--- src/rtl/reg_seq_pkg.sv ---
// Shared opcodes, access direction codes and state encoding for the register-transfer sequencer.
package reg_seq_pkg;

  localparam logic [1:0] OP_NOP  = 2'b00;
  localparam logic [1:0] OP_MOV  = 2'b01;
  localparam logic [1:0] OP_LDI  = 2'b10;
  localparam logic [1:0] OP_SWAP = 2'b11;

  localparam logic RW_READ  = 1'b1;
  localparam logic RW_WRITE = 1'b0;

  typedef enum logic [3:0] {
    ST_IDLE      = 4'd0,
    ST_FETCH_IMM = 4'd1,
    ST_READ_RS   = 4'd2,
    ST_CAPT_A    = 4'd3,
    ST_READ_RD   = 4'd4,
    ST_CAPT_B    = 4'd5,
    ST_WRITE_RD  = 4'd6,
    ST_WRITE_RS  = 4'd7,
    ST_DONE      = 4'd8
  } state_e;

endpackage

--- src/rtl/reg_transfer_sequencer.sv ---
// Expands NOP/LDI/MOV/SWAP instructions into fixed read/write cycles on a 4-entry register file.
// All outputs are decoded from the state register, so an async reset drops the access strobe at once.
import reg_seq_pkg::*;

module reg_transfer_sequencer #(
  parameter int DATA_WIDTH = 8,
  parameter int SEL_WIDTH  = 2
) (
  input  logic                  clk,
  input  logic                  reset,
  input  logic                  instr_valid,
  input  logic [DATA_WIDTH-1:0] instr,
  output logic                  instr_ready,
  output logic                  busy,
  output logic                  done,
  output logic                  register_enable,
  output logic                  read_write,
  output logic [SEL_WIDTH-1:0]  register_select,
  output logic [DATA_WIDTH-1:0] reg_wdata,
  input  logic [DATA_WIDTH-1:0] reg_rdata
);

  localparam int OP_LSB = DATA_WIDTH - 2;
  localparam int RD_LSB = OP_LSB - SEL_WIDTH;
  localparam int RS_LSB = RD_LSB - SEL_WIDTH;

  state_e                state_q, state_d;
  logic [1:0]            op_q, op_d;
  logic [SEL_WIDTH-1:0]  rd_q, rd_d;
  logic [SEL_WIDTH-1:0]  rs_q, rs_d;
  logic [DATA_WIDTH-1:0] tmp_a_q, tmp_a_d;
  logic [DATA_WIDTH-1:0] tmp_b_q, tmp_b_d;
  logic                  accept;
  logic [1:0]            instr_op;
  logic                  unused_rsvd;

  assign accept      = instr_valid & instr_ready;
  assign instr_op    = instr[OP_LSB +: 2];
  assign unused_rsvd = ^instr[RS_LSB-1:0];

  always_ff @(posedge clk or posedge reset) begin
    if (reset) begin
      state_q <= ST_IDLE;
      op_q    <= OP_NOP;
      rd_q    <= '0;
      rs_q    <= '0;
      tmp_a_q <= '0;
      tmp_b_q <= '0;
    end else begin
      state_q <= state_d;
      op_q    <= op_d;
      rd_q    <= rd_d;
      rs_q    <= rs_d;
      tmp_a_q <= tmp_a_d;
      tmp_b_q <= tmp_b_d;
    end
  end

  always_comb begin
    state_d = state_q;
    op_d    = op_q;
    rd_d    = rd_q;
    rs_d    = rs_q;
    tmp_a_d = tmp_a_q;
    tmp_b_d = tmp_b_q;
    case (state_q)
      ST_IDLE: begin
        if (accept) begin
          op_d = instr_op;
          rd_d = instr[RD_LSB +: SEL_WIDTH];
          rs_d = instr[RS_LSB +: SEL_WIDTH];
          case (instr_op)
            OP_NOP:  state_d = ST_DONE;
            OP_LDI:  state_d = ST_FETCH_IMM;
            default: state_d = ST_READ_RS;
          endcase
        end
      end
      ST_FETCH_IMM: begin
        if (accept) begin
          tmp_a_d = instr;
          state_d = ST_WRITE_RD;
        end
      end
      ST_READ_RS: state_d = ST_CAPT_A;
      // Read data is only valid the cycle after the strobe, hence the capture states.
      ST_CAPT_A: begin
        tmp_a_d = reg_rdata;
        state_d = (op_q == OP_SWAP) ? ST_READ_RD : ST_WRITE_RD;
      end
      ST_READ_RD: state_d = ST_CAPT_B;
      ST_CAPT_B: begin
        tmp_b_d = reg_rdata;
        state_d = ST_WRITE_RD;
      end
      ST_WRITE_RD: state_d = (op_q == OP_SWAP) ? ST_WRITE_RS : ST_DONE;
      ST_WRITE_RS: state_d = ST_DONE;
      ST_DONE:     state_d = ST_IDLE;
      default:     state_d = ST_IDLE;
    endcase
  end

  always_comb begin
    instr_ready     = 1'b0;
    busy            = 1'b1;
    done            = 1'b0;
    register_enable = 1'b0;
    read_write      = RW_READ;
    register_select = '0;
    reg_wdata       = '0;
    case (state_q)
      ST_IDLE: begin
        instr_ready = 1'b1;
        busy        = 1'b0;
      end
      ST_FETCH_IMM: instr_ready = 1'b1;
      ST_READ_RS: begin
        register_enable = 1'b1;
        register_select = rs_q;
      end
      ST_READ_RD: begin
        register_enable = 1'b1;
        register_select = rd_q;
      end
      ST_WRITE_RD: begin
        register_enable = 1'b1;
        read_write      = RW_WRITE;
        register_select = rd_q;
        reg_wdata       = tmp_a_q;
      end
      ST_WRITE_RS: begin
        register_enable = 1'b1;
        read_write      = RW_WRITE;
        register_select = rs_q;
        reg_wdata       = tmp_b_q;
      end
      ST_DONE: done = 1'b1;
      default: ;
    endcase
  end

endmodule

--- config.mk ---
export PLATFORM = sky130hd
export DESIGN_NAME = reg_transfer_sequencer
export DESIGN_NICKNAME = d
export VERILOG_FILES = /design/src/rtl/reg_seq_pkg.sv /design/src/rtl/reg_transfer_sequencer.sv
export SDC_FILE = /design/constraint.sdc
export NUM_CORES = 1
export LEC_CHECK = 0
export BUFFER_PORTS_ARGS = -buffer_cell sky130_fd_sc_hd__buf_2
export CORE_MARGIN = 5
export CORE_UTILIZATION = 50
export CTS_BUF_LIST = sky130_fd_sc_hd__clkbuf_4
export CTS_CLUSTER_SIZE = 12
export DETAILED_ROUTE_END_ITERATION = 10
export PLACE_DENSITY = 0.75
export SLEW_MARGIN = 15
export SYNTH_ARGS = -nofsm -noshare
export SYNTH_HDL_FRONTEND = slang
export SYNTH_SLANG_ARGS = --single-unit
--- constraint.sdc ---
create_clock -name clk -period 1.6 [get_ports clk]
set_clock_uncertainty 0.1 [all_clocks]
set_input_delay 0.32 -clock clk [delete_from_list [all_inputs] [get_ports clk]]
set_output_delay 0.32 -clock clk [all_outputs]
set_load 0.05 [all_outputs]
==> results.json <==
{
  "status": "finished, violations left",
  "violations": "negative setup slack",
  "internal_power_mw": 3.123,
  "drc": 0,
  "dr.pass1.iters": 4,
  "required_ns": 1.18,
  "slew_headroom_pct": 77.98,
  "hold_end": "tmp_a_q[0]",
  "yosys.area.top_type": "dfrtp_1",
  "cts_buffers": 3,
  "p_seq_share_pct": 24.6,
  "fp.coreArea_mm2": 0.002758,
  "power_switching_mw": 2.303,
  "r2r_slack_ns": -0.22,
  "whs_ns": 0.1222,
  "routed_wirelength_um": 4053,
  "yosys-top-cells-area": "dfrtp_1, mux2_2, mux2i_1",
  "yosysWarnings": 0,
  "die_w_um": 63.65,
  "switching_share_pct": 42.44,
  "fin_crit_sh_pct": 122.1,
  "ant_nets": 0,
  "vdd.ir_drop.worst_mv": 1.990,
  "setup_tns_ns": -6.727,
  "crit_arrival_ns": 1.53,
  "critPathKind": "reg -> out",
  "startpoint_type": "flop",
  "place_hpwl_um": 2714,
  "gp_congestion": 0.9888,
  "stdcell_area_mm2": 0.002288,
  "drv_cap": 0,
  "grt_first_pass_wirelength_um": 6762,
  "cts.sink_count": 26,
  "drive_gt1_share_pct": 71.98,
  "finalSetupViolCount": 32,
  "rsz0062_at_grt": "true",
  "p_per_area_mw_per_mm2": 2371,
  "dpl-instance-area_mm2": 0.001911,
  "grt_max_degree": 27,
  "synth_top_area_share_pct": 45.22,
  "diodes": 0,
  "dieArea_mm2": 0.004051,
  "numPortBuffers": 33,
  "hp-class": "in -> reg",
  "die_y_um": 63.65,
  "cts-root-buf": "clkbuf_4",
  "r2r.worst_path.cells": 5,
  "start_util_pct": 52.18,
  "antenna_found_initial": 0,
  "synth_cells": 124,
  "power_frac_clock_pct": 8.5,
  "num_vias": 1230,
  "clkTransAtPathRegs_ns": 0.15,
  "h-tree-depth": 1,
  "dr.first_iter.drc_count": 111,
  "io_pins": 34,
  "cts_buffer_depth": 2,
  "synth_cell_type_count": 31,
  "syn_area_mm2": 0.001439,
  "n_fill_cell": 160,
  "cts_tree": "yes",
  "p_comb_share_pct": 67.0,
  "avgSynthCellArea_um2": 11.60,
  "slew_viol_final": 0,
  "hold_path_startpoint": "reg_rdata[0]",
  "hold_violations": 0,
  "leakage_nw": 1.012,
  "area_growth_pct": 59.04,
  "finalCriticalPeriod_ns": 1.954,
  "critPathMaxFanout": 6,
  "max_freq_ghz": 0.5119,
  "tightest_slew_ns": 0.3304,
  "avgViaCountPerCell": 5.775,
  "final_util_pct": 82.99,
  "grt_pass1_vias": 1356,
  "synth_nets": 143,
  "post-place-ws_ns": -0.1698,
  "synth-seq-cells": 26,
  "multi_input_area_um2": 970.9,
  "yosysSeqAreaShare_pct": 45.22,
  "fin_ws_ns": -0.3536,
  "grt_usage_pct": 21.04,
  "endpoint_kind": "primary output",
  "layout.nets": 202,
  "r2r-start": "state_q[3]",
  "wl_per_cell_um": 19.03,
  "min_path_cells": 3,
  "r2r-end": "tmp_a_q[3]",
  "rows": 19,
  "clock_latency_ns": 0.33,
  "regArea_um2": 655.6,
  "globalRouteOverflowTotal": 0
}
-- synthesized netlist by cell type (all sizes together) --
cell type  number
nand4           3
nand2b          2
a21oi           6
nor4b           1
or2             1
nand3           1
and2            1
and4bb          1
o32a            1
or4             1
buf             7
mux2           28
nand3b          3
nor2           12
nor3            6
inv             3
a221o           1
and3b           1
nand2           5
mux2i           8
and3            1
o21ai           1
nor2b           2
and2b           1
dfrtp          26
a311o           1
-- through the flow --
| stage | power [mW] | instances |
|---|---|---|
| detailed placement | 4.087 | 202 |
| global route | 5.710 | 213 |
| CTS | 5.028 | 211 |
| floorplan | 3.330 | 124 |
| global placement | 4.007 | 202 |
| finish | 5.426 | 213 |
-- how the worst max path moves through the flow --
| stage | to | from |
|---|---|---|
| floorplan | op_q[0] | state_q[3] |
| global placement | tmp_a_q[7] | state_q[3] |
| detailed placement | tmp_a_q[1] | state_q[3] |
| CTS | busy | state_q[3] |
| global route | reg_wdata[2] | state_q[0] |
| finish | busy | state_q[1] |
-- power groups by stage --
stage	Clock (mW)	Combinational, mW	Sequential (mW)
5_1_grt	0.510	3.82	1.38
6_report	0.461	3.63	1.33
4_1_cts	0.462	3.29	1.27
3_5_place_dp	0	2.82	1.26
2_1_floorplan	0	2.16	1.17
3_3_place_gp	0	2.76	1.24
-- cells by family (layout without fill, tap and decap cells) --
logic type             count (synthesis)  in the layout  synth area share (%)
DFF                                   26             26                 45.22
muxes                                 36             36                 27.48
AOI/OAI and AO/OA                     10             10                 4.522
and+or+nand+nor                       42             42                 17.65
buffers and inverters                 10             68                 5.130
-- metal layers --
layer / vias to the layer above / share of wire (%) / track usage (%)
li1: 562 / - / -
met1: 623 / 41 / 28.73
met2: 39 / 53 / 34.14
met3: 6 / 4.3 / 3.552
met4: 0 / 1.3 / 5.974
met5: - / 0 / 0
-- flip-flops by register name, summed over array words and instances (netlist names) --
signal and count:
tmp_b_q 8, state_q 4, rd_q 2, op_q 2, tmp_a_q 8, rs_q 2
-- critical path, cell delays in order, from the launching register on --
cell     delay (ns)
dfrtp_2        0.47
or4_4          0.56
buf_6          0.17
-- cell usage in the layout, fill, tap and decap left out, types with 2 or more instances in the layout --
| cell | n |
|---|---|
| inv_1 | 3 |
| mux2_4 | 15 |
| mux2_2 | 13 |
| mux2i_2 | 5 |
| a21oi_4 | 2 |
| nand3b_1 | 2 |
| buf_4 | 16 |
| dfrtp_2 | 4 |
| a21oi_1 | 3 |
| buf_8 | 3 |
| nor2_4 | 8 |
| nand4_1 | 3 |
| nand2_1 | 3 |
| nor2_2 | 2 |
| mux2i_4 | 3 |
| nor3_4 | 2 |
| buf_12 | 4 |
| nor2_1 | 2 |
| dfrtp_1 | 22 |
| nand2_2 | 2 |
| clkbuf_4 | 3 |
| buf_6 | 19 |
| buf_2 | 18 |
| nor3_1 | 4 |
-- what timing repair did --
action,4_1_cts,5_1_grt
hold endpoints to repair,26,0
endpoints found under the setup margin,38,38
hold buffers,1,0
pin swaps,3,2
buffers inserted,4,2
gates resized for setup,51,25
-- area by class of cell --
cell class / count / share of cell area, %
Tap cell: 31 / 1.695
Clock inverter: 1 / 1.312
Timing Repair Buffer: 61 / 24.44
Inverter: 3 / 0.4921
Multi-Input combinational cell: 88 / 42.43
Clock buffer: 3 / 0.9841
Sequential cell: 26 / 28.65
Power figures use the tool's default switching activity.
